$ cat config.mk
export PLATFORM = sky130hd
export DESIGN_NAME = phy_tx_serializer_flat
export DESIGN_NICKNAME = d
export VERILOG_FILES = /design/src/rtl/phy_tx_serializer_if.sv /design/src/rtl/phy_tx_serializer.sv /design/src/flat_wrapper.sv
export SDC_FILE = /design/constraint.sdc
export NUM_CORES = 1
export LEC_CHECK = 0
export BUFFER_PORTS_ARGS = -buffer_cell sky130_fd_sc_hd__buf_4
export CAP_MARGIN = 0
export CORE_MARGIN = 3
export CORE_UTILIZATION = 51
export CTS_CLUSTER_SIZE = 10
export DETAILED_ROUTE_END_ITERATION = 10
export PLACE_DENSITY_LB_ADDON = 0.25
export SLEW_MARGIN = 20
export SYNTH_ARGS = -nofsm -noshare
export SYNTH_HDL_FRONTEND = slang
export SYNTH_SLANG_ARGS = --single-unit
export TNS_END_PERCENT = 10
$ cat constraint.sdc
create_clock -name clk -period 1.9 [get_ports clk]
set_clock_uncertainty 0.2 [all_clocks]
set_input_delay 0.38 -clock clk [delete_from_list [all_inputs] [get_ports clk]]
set_output_delay 0.38 -clock clk [all_outputs]
set_load 0.05 [all_outputs]
$ cat src/rtl/phy_tx_serializer_if.sv
// Byte-in / serial-out bundle between the transmit mux tree and the serializer.
// The master side offers bytes and watches the serial line; the slave side is the serializer.
interface phy_tx_serializer_if;
    logic [7:0] data_in;
    logic       valid_in;
    logic       data_out;
    logic       byte_ack;
    logic       active;

    modport master (
        output data_in,
        output valid_in,
        input  data_out,
        input  byte_ack,
        input  active
    );

    modport slave (
        input  data_in,
        input  valid_in,
        output data_out,
        output byte_ack,
        output active
    );
endinterface

$ cat src/rtl/phy_tx_serializer.sv
// Byte-to-bit serializer: sends INIT_COM COM symbols after reset, then data or IDLE, MSB first.
// A symbol is loaded whenever the 3-bit bit counter is 0, so symbols run back-to-back.
module phy_tx_serializer #(
    parameter int         DATA_W      = 8,
    parameter logic [7:0] COM_SYMBOL  = 8'hBC,
    parameter logic [7:0] IDLE_SYMBOL = 8'h7C,
    parameter int         INIT_COM    = 4
) (
    input  logic                 clk,
    input  logic                 reset,
    phy_tx_serializer_if.slave   bus
);

    localparam int CNT_W = $clog2(DATA_W);
    localparam int COM_W = $clog2(INIT_COM + 1);
    localparam logic [COM_W-1:0] COM_LAST = COM_W'(INIT_COM - 1);

    typedef enum logic {
        ST_INIT,
        ST_ACTIVE
    } state_t;

    state_t           state_q,    state_d;
    logic [CNT_W-1:0] cnt_q,      cnt_d;
    logic [COM_W-1:0] com_cnt_q,  com_cnt_d;
    logic [7:0]       sr_q,       sr_d;
    logic             data_out_q, data_out_d;
    logic             byte_ack_q, byte_ack_d;
    logic             active_q,   active_d;
    logic [7:0]       sym;

    always_comb begin
        state_d    = state_q;
        cnt_d      = cnt_q + 1'b1;
        com_cnt_d  = com_cnt_q;
        sr_d       = sr_q;
        data_out_d = sr_q[3'd7 - cnt_q];
        byte_ack_d = 1'b0;
        active_d   = active_q;
        sym        = IDLE_SYMBOL;

        if (cnt_q == '0) begin
            // Input byte is only looked at here; between loads it may glitch freely.
            unique case (state_q)
                ST_INIT: begin
                    sym       = COM_SYMBOL;
                    com_cnt_d = com_cnt_q + 1'b1;
                    if (com_cnt_q == COM_LAST)
                        state_d = ST_ACTIVE;
                end
                ST_ACTIVE: begin
                    active_d = 1'b1;
                    if (bus.valid_in) begin
                        sym        = bus.data_in;
                        byte_ack_d = 1'b1;
                    end
                end
                default: sym = IDLE_SYMBOL;
            endcase
            data_out_d = sym[7];
            sr_d       = sym;
        end
    end

    always_ff @(posedge clk) begin
        if (reset) begin
            state_q    <= ST_INIT;
            cnt_q      <= '0;
            com_cnt_q  <= '0;
            sr_q       <= '0;
            data_out_q <= 1'b0;
            byte_ack_q <= 1'b0;
            active_q   <= 1'b0;
        end else begin
            state_q    <= state_d;
            cnt_q      <= cnt_d;
            com_cnt_q  <= com_cnt_d;
            sr_q       <= sr_d;
            data_out_q <= data_out_d;
            byte_ack_q <= byte_ack_d;
            active_q   <= active_d;
        end
    end

    assign bus.data_out = data_out_q;
    assign bus.byte_ack = byte_ack_q;
    assign bus.active   = active_q;

endmodule

$ cat src/flat_wrapper.sv
// flat-port wrapper written by rule: the top's interface ports become plain ports
module phy_tx_serializer_flat 
#(
    parameter int         DATA_W      = 8,
    parameter logic [7:0] COM_SYMBOL  = 8'hBC,
    parameter logic [7:0] IDLE_SYMBOL = 8'h7C,
    parameter int         INIT_COM    = 4
)
  (clk, reset, bus_data_in, bus_valid_in, bus_data_out, bus_byte_ack, bus_active);
  phy_tx_serializer_if bus_i ();
  input  logic clk;
  input  logic reset;
  input wire logic [$bits(bus_i.data_in)-1:0] bus_data_in;
  input wire logic [$bits(bus_i.valid_in)-1:0] bus_valid_in;
  output wire logic [$bits(bus_i.data_out)-1:0] bus_data_out;
  output wire logic [$bits(bus_i.byte_ack)-1:0] bus_byte_ack;
  output wire logic [$bits(bus_i.active)-1:0] bus_active;
  assign bus_i.data_in = bus_data_in;
  assign bus_i.valid_in = bus_valid_in;
  assign bus_data_out = bus_i.data_out;
  assign bus_byte_ack = bus_i.byte_ack;
  assign bus_active = bus_i.active;
  phy_tx_serializer #(.DATA_W(DATA_W), .COM_SYMBOL(COM_SYMBOL), .IDLE_SYMBOL(IDLE_SYMBOL), .INIT_COM(INIT_COM)) u_core (.clk(clk), .reset(reset), .bus(bus_i));
endmodule
Yosys cells after proc, flatten, opt, wreduce, memory -nomap -nowiden. Cells that the tools add are included.

Add/sub/neg operators: 3. $lt $le $gt $ge: 1. Equal/unequal tests: 1. Mux-type cells: 8. Bitwise logic cells: 2. Reduce and logical (&&, ||, !) cells: 4.

Operator list (count): $pmux W8 S2 (1); $mux W8 (1); $add A3 B1 Y3 const B (2); $mux W1 (5); $lt A3 B4 Y1 const B (1); $reduce_and A2 Y1 (2); $bmux W1 S3 (1); $eq A3 B2 Y1 const B (1); $logic_not A3 Y1 (1); $reduce_or A3 Y1 (1); $sub A3 B3 Y3 const A (1); $not A1 Y1 (2).

Flip-flop bits (word level): 18. Input bits: 11. Output and inout bits: 3. Word-level logic and storage cells: 26.

Logic depth before layout (Yosys ltp). Gate-level depths: netlist of the first run.

Depth in word-level cells: 4. Gate-level depth with buffers: 6. Depth with buffers taken out: 5.

Worst setup path after synthesis of the first run. Ideal clock, no wire load.

Path kind: register to register. Start point: register u_core.cnt_q[0]. End point: register u_core.sr_q[2]. Setup time: 0.128 ns. Arrival time: 1.156 ns. Required time: 1.572 ns. Path slack: 0.416 ns. Stages on the path, launching flop included: 7. Buffers on the path: 1. Period minus slack after synthesis: 1.484 ns. Cell sequence: dfxtp_1 > inv_1 > ha_1 > nor2b_1 > buf_2 > o22ai_1 > nor2_1.

Cells in the longest elaborated chain, start to end: 1.

Ends and longest elaborated chain: from (decl) (line phy_tx_serializer.sv:24) `logic [CNT_W-1:0] cnt_q, cnt_d;`; from (signal assigned) (line phy_tx_serializer.sv:76) `cnt_q <= cnt_d;`; $logic_not A3 Y1 (line phy_tx_serializer.sv:42) `if (cnt_q == '0) begin`; to (signal assigned) (line phy_tx_serializer.sv:78) `sr_q <= sr_d;`; to (decl) (line phy_tx_serializer.sv:26) `logic [7:0] sr_q, sr_d;`.

Every way passes these cells. A chain may end at the register's enable or synchronous reset.

Worst setup path after layout of the first run.
Start point: register u_core.cnt_q[0]. End point: register u_core.sr_q[1].

The elaborated chain is that of the path after synthesis.

==> results of run 1 <==
sequential cells by signal, summed over array words and instances (netlist names):
signal / cells
u_core.sr_q: 8
u_core.cnt_q: 3
u_core.com_cnt_q: 3
u_core.bus.active: 1
u_core.bus.byte_ack: 1
u_core.bus.data_out: 1
u_core.state_q: 1
path summary, 6_finish.rpt:
kind / slack [ns] / from / endpoint / depth (start not counted)
setup / recovery: 0.29 / u_core.cnt_q[0] / u_core.sr_q[1] / 5
hold / removal: 0.12 / bus_data_in[5] / u_core.sr_q[5] / 3
setup reg to reg: 0.29 / u_core.cnt_q[0] / u_core.sr_q[1] / 5
hold reg to reg: 0.27 / u_core.sr_q[6] / u_core.sr_q[6] / 2
per-layer routing:
metal	vias to the layer above	global-route usage	routed length (microns)
li1	297	-	-
met1	282	0.210	643
met2	17	0.218	572
met3	2	0.0285	93
met4	0	0.0904	11
met5	-	0	0
area by class of cell:
class	count	area share
inverter	3	0.0128
multi-input combinational	54	0.405
clock buffer	4	0.0412
timing repair buffer	13	0.111
tap	15	0.0213
sequential	18	0.409
critical path: stages (launching register included):
cell                      delay [ns]
sky130_fd_sc_hd__dfxtp_1        0.39
sky130_fd_sc_hd__inv_1          0.09
sky130_fd_sc_hd__ha_1           0.21
sky130_fd_sc_hd__nor2b_2        0.37
sky130_fd_sc_hd__nand4_1        0.14
sky130_fd_sc_hd__a21oi_1        0.15
cells by family after synthesis:
| family | synth area share |
|---|---|
| adder cells (fa/ha/maj) | 0.0668 |
| XOR/XNOR | 0.0234 |
| AND/OR/NAND/NOR | 0.194 |
| multiplexers | 0.0601 |
| AO/OA/AOI/OAI | 0.129 |
| flip-flops | 0.481 |
| buffers and inverters | 0.0467 |
cells in the final DEF (no fill, tap or decap), drive strengths merged:
| cell | n |
|---|---|
| buf | 13 |
| xnor2 | 2 |
| clkbuf | 4 |
| nand2 | 7 |
| a41oi | 1 |
| o22ai | 4 |
| nand4 | 2 |
| ha | 4 |
| mux4 | 1 |
| mux2 | 2 |
| nor3b | 1 |
| a21oi | 7 |
| nand4b | 1 |
| o21ai | 1 |
| inv | 3 |
| dfxtp | 18 |
| nand2b | 2 |
| nand3 | 3 |
| a21o | 1 |
| a211oi | 1 |
| nor2 | 12 |
| nor2b | 2 |
metrics by stage:
step,instances,area (sq um)
2_1_floorplan,80,749
3_3_place_gp,103,842
3_5_place_dp,103,842
4_1_cts,107,878
5_1_grt,107,881
6_report,107,881
power groups by stage:
stage          Sequential (mW)  Combinational, mW  Clock, mW
6_report                 0.435              0.141      0.226
5_1_grt                  0.440              0.158      0.243
4_1_cts                  0.435              0.142      0.234
3_5_place_dp             0.444              0.141          0
3_3_place_gp             0.442              0.139          0
2_1_floorplan            0.446             0.0994          0
==> results.py, run 1 <==
metrics = {
    "logic_synthesis": {
        "most_used_standard_cells_in_the_synthesized_netlist": "18 x sky130_fd_sc_hd__dfxtp_1, 12 x sky130_fd_sc_hd__nor2_1, 7 x sky130_fd_sc_hd__a21oi_1, 7 x sky130_fd_sc_hd__nand2_1",
        "synth_nets": 95,
        "ys_async_sr_fraction": 0,
        "synth_area_sq_um": 749,
        "synthesis.instances": 80,
        "synth-edff-count": 0,
        "dominantRegCellSynth": "sky130_fd_sc_hd__dfxtp_1",
        "synth_top_area_cell": "sky130_fd_sc_hd__dfxtp_1",
        "cell_variety_after_synth": 23,
        "synth.top_cell.area_share": 0.481,
        "synth.top_cells.by_area": "sky130_fd_sc_hd__dfxtp_1 48%, sky130_fd_sc_hd__ha_1 6.7%, sky130_fd_sc_hd__nor2_1 6.0%",
        "synth.yosys.warnings": 0,
        "synthesis.area_per_instance_sq_um": 9.37,
        "synth_seq_area_share": 0.481,
        "register_bit_total_from_synthesis": 18,
        "yosys.cell_count.top_type": "sky130_fd_sc_hd__dfxtp_1",
    },
    "run_status": {
        "result_of_the_run": "finished, final reports clean",
    },
    "die": {
        "die_y_microns": 44.3,
        "die_w_microns": 44.3,
        "boundaryPins": 14,
        "start_util": 0.562,
        "design.die.area_sq_mm": 0.00197,
        "core_area_sq_mm": 0.00133,
        "total_number_of_placement_rows": 13,
    },
    "power_and_ir_drop": {
        "intPower_uw": 596,
        "finalPower_uw": 803,
        "power.switching_uw": 207,
        "seqPwrFrac": 0.542,
        "peakVddDrop_mv": 0.540,
        "power.combinational.fraction": 0.176,
        "share_clk_of_total_power": 0.282,
        "power_density_mw_per_mm2": 912,
        "p_sw_frac": 0.257,
        "leakage_nw": 0.368,
    },
    "critical_path": {
        "crit_path_start_kind": "flip-flop",
        "worst-endpoint-arrival_ns": 1.63,
        "critPathRequiredTime_ns": 1.92,
        "crit_fanout": 9,
        "critical_path_class": "reg2reg",
        "worst_setup_path_end_kind": "flip-flop",
    },
    "route": {
        "dr.first_iter.drc_count": 9,
        "routed_antenna_nets": 0,
        "via_count": 598,
        "drt-pass1-iter-count": 4,
        "avg_vias_per_cell": 5.59,
        "drcViolationCount": 0,
        "drt_wl_total_microns": 1320,
        "avgRoutedWirePerCell_microns": 12.3,
    },
    "global_route": {
        "grt_pass1_vias": 520,
        "grt_usage": 0.152,
        "grt_antenna_before_repair": 0,
        "grt_max_degree": 19,
        "grt_pass1_wl_microns": 2160,
        "global_route.overflow_total": 0,
    },
    "layout": {
        "multiInputGateArea_sq_um": 357,
        "synthToLayoutAreaGrowth_pct": 17.5,
        "layout.nets": 108,
        "drive_gt1_frac": 0.250,
        "final_core_utilization": 0.660,
        "register_area_sq_um": 360,
        "diodes": 0,
        "final.fill_count": 108,
    },
    "clock_tree": {
        "clockRootBuffer": "sky130_fd_sc_hd__clkbuf_4",
        "postCtsSetupRepairBufs": 0,
        "htree_levels": 1,
        "cts.repair.resized": 0,
        "clk_pin_slew_ns": 0.10,
        "cts_max_path_buffers": 2,
        "numCtsBuffers": 3,
        "cts_hold_buffers": 0,
        "cts_tree": "yes",
        "clkLatencyLatePin_ns": 0.28,
        "clock_sink_count": 18,
    },
    "timing": {
        "hold-worst-slack_ns": 0.125,
        "finalWorstSetupSlack_ns": 0.293,
        "finalSetupViolations": 0,
        "timing_max_transition_violations_final": 0,
        "max_slew_margin": 0.764,
        "fmax_ghz": 0.622,
        "hold_violations": 0,
        "tightest_slew_ns": 0.352,
        "finalSetupTns_ns": 0,
        "post-route-min-period_ns": 1.61,
        "rsz_0062_raised_after_global_routing": "no",
        "final.period_utilization": 0.846,
    },
    "place": {
        "hpwl_microns": 970,
        "finalWeightedCongestion": 0.707,
        "place_ws_ns": 0.143,
        "placement.io_buffers": 13,
    },
    "hold_path": {
        "hold_path.class": "in2reg",
    },
    "flow_run": {
        "drv_cap": 0,
    },
}
(Power assumes the default switching activity.)
==> run 2: changes to the inputs <==
- ABC_AREA: unset -> 1
- clock period: 1.9 -> 1.5 ns (I/O delays scaled with it)
==> run 2 against run 1 <==
  * Sequential power increased by 26%
  * Flip-flop and latch count unchanged
  * Critical path depth increased by 4
  * Sequential share of layout area decreased by 4.9 points
  * Non-clock buffer count increased by 10
  * Worst hold slack got worse by 0.11 ns
  * Critical endpoint is now u_core.sr_q[2]
  * Highest routed layer unchanged
==> results.py, run 2 <==
metrics = {
    "layout": {
        "layout.nets": 139,
        "synthToLayoutAreaGrowth_pct": 32.8,
        "regMostFlops": "u_core.sr_q",
        "drive_gt1_frac": 0.317,
        "final_common_cell": "sky130_fd_sc_hd__nand2_1",
        "diodes": 0,
        "largest_reg_flops": 8,
        "layout_common_cells": "22 x sky130_fd_sc_hd__nand2_1, 20 x sky130_fd_sc_hd__buf_4, 16 x sky130_fd_sc_hd__dfxtp_1",
        "registers_with_the_highest_flip_flop_counts": "u_core.sr_q x8, u_core.cnt_q x3, u_core.com_cnt_q x3",
    },
    "logic_synthesis": {
        "synth.top_cells.by_area": "sky130_fd_sc_hd__dfxtp_1 47%, sky130_fd_sc_hd__nand2_1 11%, sky130_fd_sc_hd__nand3_1 7.2%",
        "synth.yosys.warnings": 0,
        "synthesis.area_per_instance_sq_um": 7.87,
        "post_synth_and_or_nand_nor_area_fraction": 0.292,
        "synth_area_sq_um": 763,
        "dominantRegCellSynth": "sky130_fd_sc_hd__dfxtp_1",
        "register_bit_total_from_synthesis": 18,
        "synth_nets": 112,
        "synth.mux.area_fraction": 0,
        "ys_async_sr_fraction": 0,
        "synth_seq_area_share": 0.472,
        "yosys.cell_count.top_type": "sky130_fd_sc_hd__nand2_1",
        "synthesis.instances": 97,
        "synth-xor-area-share": 0.0230,
        "synth_compound_gate_area_share": 0.0754,
        "synth_top_area_cell": "sky130_fd_sc_hd__dfxtp_1",
        "cell_variety_after_synth": 16,
        "synth.top_cell.area_share": 0.472,
        "synth_top_family_by_area": "simple AND/OR/NAND/NOR gates",
        "synth-adder-area-share": 0.0656,
        "synth-edff-count": 0,
        "most_used_standard_cells_in_the_synthesized_netlist": "23 x sky130_fd_sc_hd__nand2_1, 18 x sky130_fd_sc_hd__dfxtp_1, 13 x sky130_fd_sc_hd__nor2_1, 11 x sky130_fd_sc_hd__nand3_1, 8 x sky130_fd_sc_hd__inv_1",
    },
    "route": {
        "routed_antenna_nets": 0,
        "avgRoutedWirePerCell_microns": 10.8,
        "drcViolationCount": 0,
        "avg_vias_per_cell": 4.89,
        "dr.first_iter.drc_count": 5,
        "drt-pass1-iter-count": 4,
        "drt_wl_total_microns": 1490,
        "via_count": 675,
    },
    "global_route": {
        "grt_antenna_before_repair": 0,
        "grt_usage": 0.166,
        "grt_pass1_vias": 579,
        "grt_max_degree": 11,
        "global_route.overflow_total": 0,
        "grt_pass1_wl_microns": 2360,
    },
    "clock_tree": {
        "cts_tree": "yes",
        "clk_pin_slew_ns": 0.10,
        "clkLatencyLatePin_ns": 0.29,
        "clockRootBuffer": "sky130_fd_sc_hd__clkbuf_4",
        "htree_levels": 1,
        "cts_max_path_buffers": 2,
        "clock_sink_count": 18,
        "numCtsBuffers": 3,
    },
    "critical_path": {
        "crit_fanout": 4,
        "ff2ff_setup_slack_ns": 0.02,
        "crit_slowest_cell": "sky130_fd_sc_hd__dfxtp_4",
        "critPathRequiredTime_ns": 1.48,
        "worst-endpoint-arrival_ns": 1.47,
        "critical_path_class": "reg2reg",
        "worstReg2RegEnd": "u_core.sr_q[2]",
        "timing.critical_path.slowest_cell_delay_ns": 0.36,
        "crit_path_start_kind": "flip-flop",
        "worstReg2RegStart": "u_core.cnt_q[0]",
        "cp_cell_sequence": "inv_4 > ha_4 > inv_2 > nor2_4 > inv_4 > nor2_4 > nand2_4 > nor2_2 > nor2_1",
        "worst_r2r_path_depth": 9,
        "worst_setup_path_end_kind": "flip-flop",
    },
    "timing": {
        "hold_violations": 0,
        "final.period_utilization": 0.989,
        "hold-worst-slack_ns": 0.0148,
        "fmax_ghz": 0.674,
        "post-route-min-period_ns": 1.48,
        "timing_max_transition_violations_final": 0,
        "finalWorstSetupSlack_ns": 0.0167,
        "finalSetupViolations": 0,
        "rsz_0062_raised_after_global_routing": "yes",
        "finalSetupTns_ns": 0,
        "tightest_slew_ns": 0.249,
        "max_slew_margin": 0.833,
    },
    "power_and_ir_drop": {
        "peakVddDrop_mv": 0.751,
        "finalPower_mw": 1.03,
        "leakage_nw": 0.480,
        "power_density_mw_per_mm2": 1010,
    },
    "hold_path": {
        "timing.hold.worst_path_depth": 3,
        "hold_path.class": "in2reg",
        "hold_path_start": "bus_data_in[3]",
        "hold_end": "u_core.sr_q[3]",
    },
    "die": {
        "core_area_sq_mm": 0.00135,
        "die_y_microns": 44.7,
        "die_w_microns": 44.7,
        "boundaryPins": 14,
        "total_number_of_placement_rows": 13,
        "design.die.area_sq_mm": 0.00200,
        "start_util": 0.565,
    },
    "place": {
        "finalWeightedCongestion": 0.865,
        "hpwl_microns": 1160,
        "placement.io_buffers": 13,
        "place_ws_ns": 0.0239,
    },
    "flow_run": {
        "drv_cap": 0,
    },
    "run_status": {
        "result_of_the_run": "finished, final reports clean",
    },
}
-- run 2: layout make-up --
type | instances | area [sq um]
Clock buffer | 4 | 26.3
Fill cell | 93 | 337
Inverter | 11 | 46.3
Multi-Input combinational cell | 67 | 375
Sequential cell | 18 | 365
Tap cell | 15 | 18.8
Timing Repair Buffer | 23 | 181
-- run 2: timing repair --
item	CTS	global route
hold buffers	2	0
hold endpoints to repair	2	0
pin swaps	1	7
endpoints found under the setup margin	1	7
buffers inserted	0	4
resized for setup	0	7
-- run 2: logic make-up (layout without fill, tap and decap cells) --
family	Yosys count	count (layout)
flops	18	18
xor+xnor	2	2
compound gates	11	11
simple gates	50	50
fa+ha+maj	4	4
buf+inv	12	38
-- run 2: power by group --
group          switching, mW  total, mW  internal, mW  leakage [nW]
Sequential            0.0266      0.548         0.521         0.149
Clock                  0.139      0.243         0.103        0.0150
Combinational          0.123      0.238         0.115         0.316
Total                  0.289       1.03         0.739         0.480
-- run 2: worst max-delay path: cells and delay by family (launching register included) --
kind,cells,cell delay [ns]
adder cells (fa/ha/maj),1,0.13
flip-flops,1,0.36
buffers and inverters,3,0.16
AND/OR/NAND/NOR,5,0.51
-- run 2: worst max-delay path by stage --
stage,start,end,slack [ns]
6_report,u_core.cnt_q[0],u_core.sr_q[2],0.02
5_1_grt,u_core.cnt_q[0],u_core.sr_q[1],-0.07
4_1_cts,u_core.cnt_q[0],u_core.sr_q[4],0.02
3_5_place_dp,u_core.cnt_q[0],u_core.sr_q[2],0.02
3_3_place_gp,u_core.cnt_q[0],u_core.sr_q[3],0.06
2_1_floorplan,u_core.cnt_q[0],u_core.sr_q[2],0.005
-- run 2: metal layers --
| metal | part of all wire | wire length [microns] | GRT usage | vias up |
|---|---|---|---|---|
| met2 | 0.48 | 719 | 0.281 | 22 |
| met4 | 0.043 | 64 | 0.108 | 0 |
| met1 | 0.42 | 629 | 0.184 | 286 |
| met5 | 0 | 0 | 0 | - |
| li1 | - | - | - | 361 |
| met3 | 0.048 | 72 | 0.0366 | 6 |
-- run 2: metrics by stage --
| step | cell area [sq um] | util | std cells |
|---|---|---|---|
| 2_1_floorplan | 785 | - | 97 |
| 3_3_place_gp | 917 | 0.679 | 128 |
| 3_5_place_dp | 917 | 0.679 | 128 |
| 4_1_cts | 963 | 0.714 | 134 |
| 5_1_grt | 1010 | 0.751 | 138 |
| 6_report | 1010 | 0.751 | 138 |
==> run 3: changes to the inputs <==
- BUFFER_PORTS_ARGS: -buffer_cell sky130_fd_sc_hd__buf_4 -> -buffer_cell sky130_fd_sc_hd__buf_2
- CORE_UTILIZATION: 51 -> 50
==> run 3 against run 2 <==
  * Power is 5.1% higher
  * Largest power group unchanged
  * Largest cell class unchanged
  * Utilization down 1.3 points
  * Highest routed layer unchanged
  * Die area rose by 1.7%
==> results.py, run 3 (synthesis gave the netlist of run 2 again) <==
metrics = {
    "power_and_ir_drop": {
        "peakVddDrop_mv": 0.588,
        "finalPower_mw": 1.08,
        "power.combinational.fraction": 0.221,
        "p_sw_frac": 0.279,
        "seqPwrFrac": 0.505,
        "leakage_nw": 0.486,
        "power.switching_uw": 302,
        "share_clk_of_total_power": 0.274,
        "power_density_mw_per_mm2": 1070,
        "intPower_uw": 779,
    },
    "timing": {
        "timing_max_transition_violations_final": 0,
        "max_slew_margin": 0.836,
        "tightest_slew_ns": 0.248,
        "rsz_0062_raised_after_global_routing": "yes",
        "hold_violations": 0,
        "final.period_utilization": 0.981,
        "finalSetupViolations": 0,
        "fmax_ghz": 0.680,
        "post-route-min-period_ns": 1.47,
    },
    "route": {
        "dr.first_iter.drc_count": 6,
        "avgRoutedWirePerCell_microns": 11.3,
        "drcViolationCount": 0,
        "routed_antenna_nets": 0,
        "drt_wl_total_microns": 1580,
        "drt-pass1-iter-count": 4,
        "avg_vias_per_cell": 5.02,
        "via_count": 703,
    },
    "layout": {
        "diodes": 0,
        "registers_with_the_highest_flip_flop_counts": "u_core.sr_q x8, u_core.cnt_q x3, u_core.com_cnt_q x3",
        "largest_reg_flops": 8,
        "final_core_utilization": 0.738,
        "layout_common_cells": "22 x sky130_fd_sc_hd__nand2_1, 16 x sky130_fd_sc_hd__dfxtp_1, 13 x sky130_fd_sc_hd__buf_2",
        "drive_gt1_frac": 0.328,
        "final_common_cell": "sky130_fd_sc_hd__nand2_1",
        "final.fill_count": 105,
        "layout.nets": 141,
        "layout.cell_area.non_filler_sq_mm": 0.00101,
        "synthToLayoutAreaGrowth_pct": 32.1,
        "regMostFlops": "u_core.sr_q",
    },
    "global_route": {
        "grt_antenna_before_repair": 0,
        "grt_pass1_wl_microns": 2460,
        "grt_pass1_vias": 621,
        "grt_usage": 0.168,
        "global_route.overflow_total": 0,
        "grt_max_degree": 11,
    },
    "hold_path": {
        "hold_path.class": "in2reg",
        "timing.hold.worst_path_depth": 3,
    },
    "place": {
        "dpl-instance-area_sq_um": 900,
        "placement.io_buffers": 13,
        "hpwl_microns": 1150,
        "finalWeightedCongestion": 0.853,
    },
    "clock_tree": {
        "clk_pin_slew_ns": 0.10,
        "htree_levels": 1,
        "clockRootBuffer": "sky130_fd_sc_hd__clkbuf_4",
        "cts_tree": "yes",
        "numCtsBuffers": 3,
        "clock_sink_count": 18,
        "cts_max_path_buffers": 2,
        "clkLatencyLatePin_ns": 0.29,
    },
    "critical_path": {
        "crit_path_start_kind": "flip-flop",
        "worst_setup_path_end_kind": "flip-flop",
        "crit_fanout": 4,
        "critPathRequiredTime_ns": 1.50,
        "worst_r2r_path_depth": 9,
        "critical_path_class": "reg2reg",
        "worst-endpoint-arrival_ns": 1.47,
    },
    "die": {
        "die_w_microns": 45.1,
        "die_y_microns": 45.1,
        "start_util": 0.559,
        "design.die.area_sq_mm": 0.00203,
        "core_area_sq_mm": 0.00137,
        "boundaryPins": 14,
        "total_number_of_placement_rows": 13,
    },
    "run_status": {
        "result_of_the_run": "finished, final reports clean",
    },
    "flow_run": {
        "drv_cap": 0,
    },
}
run 3: final timing paths:
check	start	to	slack (ns)
worst max register to register	u_core.cnt_q[0]	u_core.sr_q[5]	0.03
worst max-delay path	u_core.cnt_q[0]	u_core.sr_q[5]	0.03
worst min-delay path	bus_data_in[4]	u_core.sr_q[4]	0.009
worst min register to register	u_core.sr_q[7]	u_core.sr_q[7]	0.28
run 3: final cells by class:
| cell class | instances | area (sq um) | area share |
|---|---|---|---|
| Multi-Input combinational cell | 67 | 378 | 0.375 |
| Tap cell | 15 | 18.8 | 0.0186 |
| Timing Repair Buffer | 25 | 164 | 0.163 |
| Sequential cell | 18 | 365 | 0.362 |
| Inverter | 11 | 46.3 | 0.0459 |
| Clock buffer | 4 | 36.3 | 0.0360 |
run 3: routing by layer:
layer  up-vias  wire [microns]  track usage
met5         -               0            0
met4         0              29       0.0585
met3         5              75       0.0598
met2        15             817        0.297
met1       319             654        0.183
li1        364               -            -
run 3: what timing repair did:
action,in CTS,in global routing
setup buffers,0,4
hold buffers,2,0
pin swaps,1,6
gates resized for setup,0,7
endpoints found under the setup margin,1,8
hold endpoints to repair,2,0
run 3: worst max-delay path, stage by stage (launching register included):
cell	delay, ns
sky130_fd_sc_hd__dfxtp_4	0.36
sky130_fd_sc_hd__inv_4	0.06
sky130_fd_sc_hd__ha_4	0.13
sky130_fd_sc_hd__inv_2	0.04
sky130_fd_sc_hd__nor2_4	0.13
sky130_fd_sc_hd__inv_4	0.06
sky130_fd_sc_hd__nor2_4	0.16
sky130_fd_sc_hd__nand2_4	0.09
sky130_fd_sc_hd__nor2_1	0.09
sky130_fd_sc_hd__nor2_1	0.04
run 3: through the flow:
stage | std cells | setup TNS (ns) | hold WS, ns | setup slack [ns]
5_1_grt | 140 | -0.354 | 0.00521 | -0.0534
2_1_floorplan | 97 | 0 | 0.203 | 0.00484
6_report | 140 | 0 | 0.00887 | 0.0288
4_1_cts | 136 | 0 | 0.000798 | 0.0236
3_5_place_dp | 130 | 0 | 0.257 | 0.0231
3_3_place_gp | 130 | 0 | 0.241 | 0.0674
run 3: power groups by stage:
stage / combinational (mW) / clock, mW / sequential, mW
final: 0.239 / 0.296 / 0.546
after global routing: 0.268 / 0.320 / 0.551
after CTS: 0.216 / 0.305 / 0.544
after detailed placement: 0.211 / 0 / 0.556
after global placement: 0.201 / 0 / 0.556
after floorplan: 0.126 / 0 / 0.568
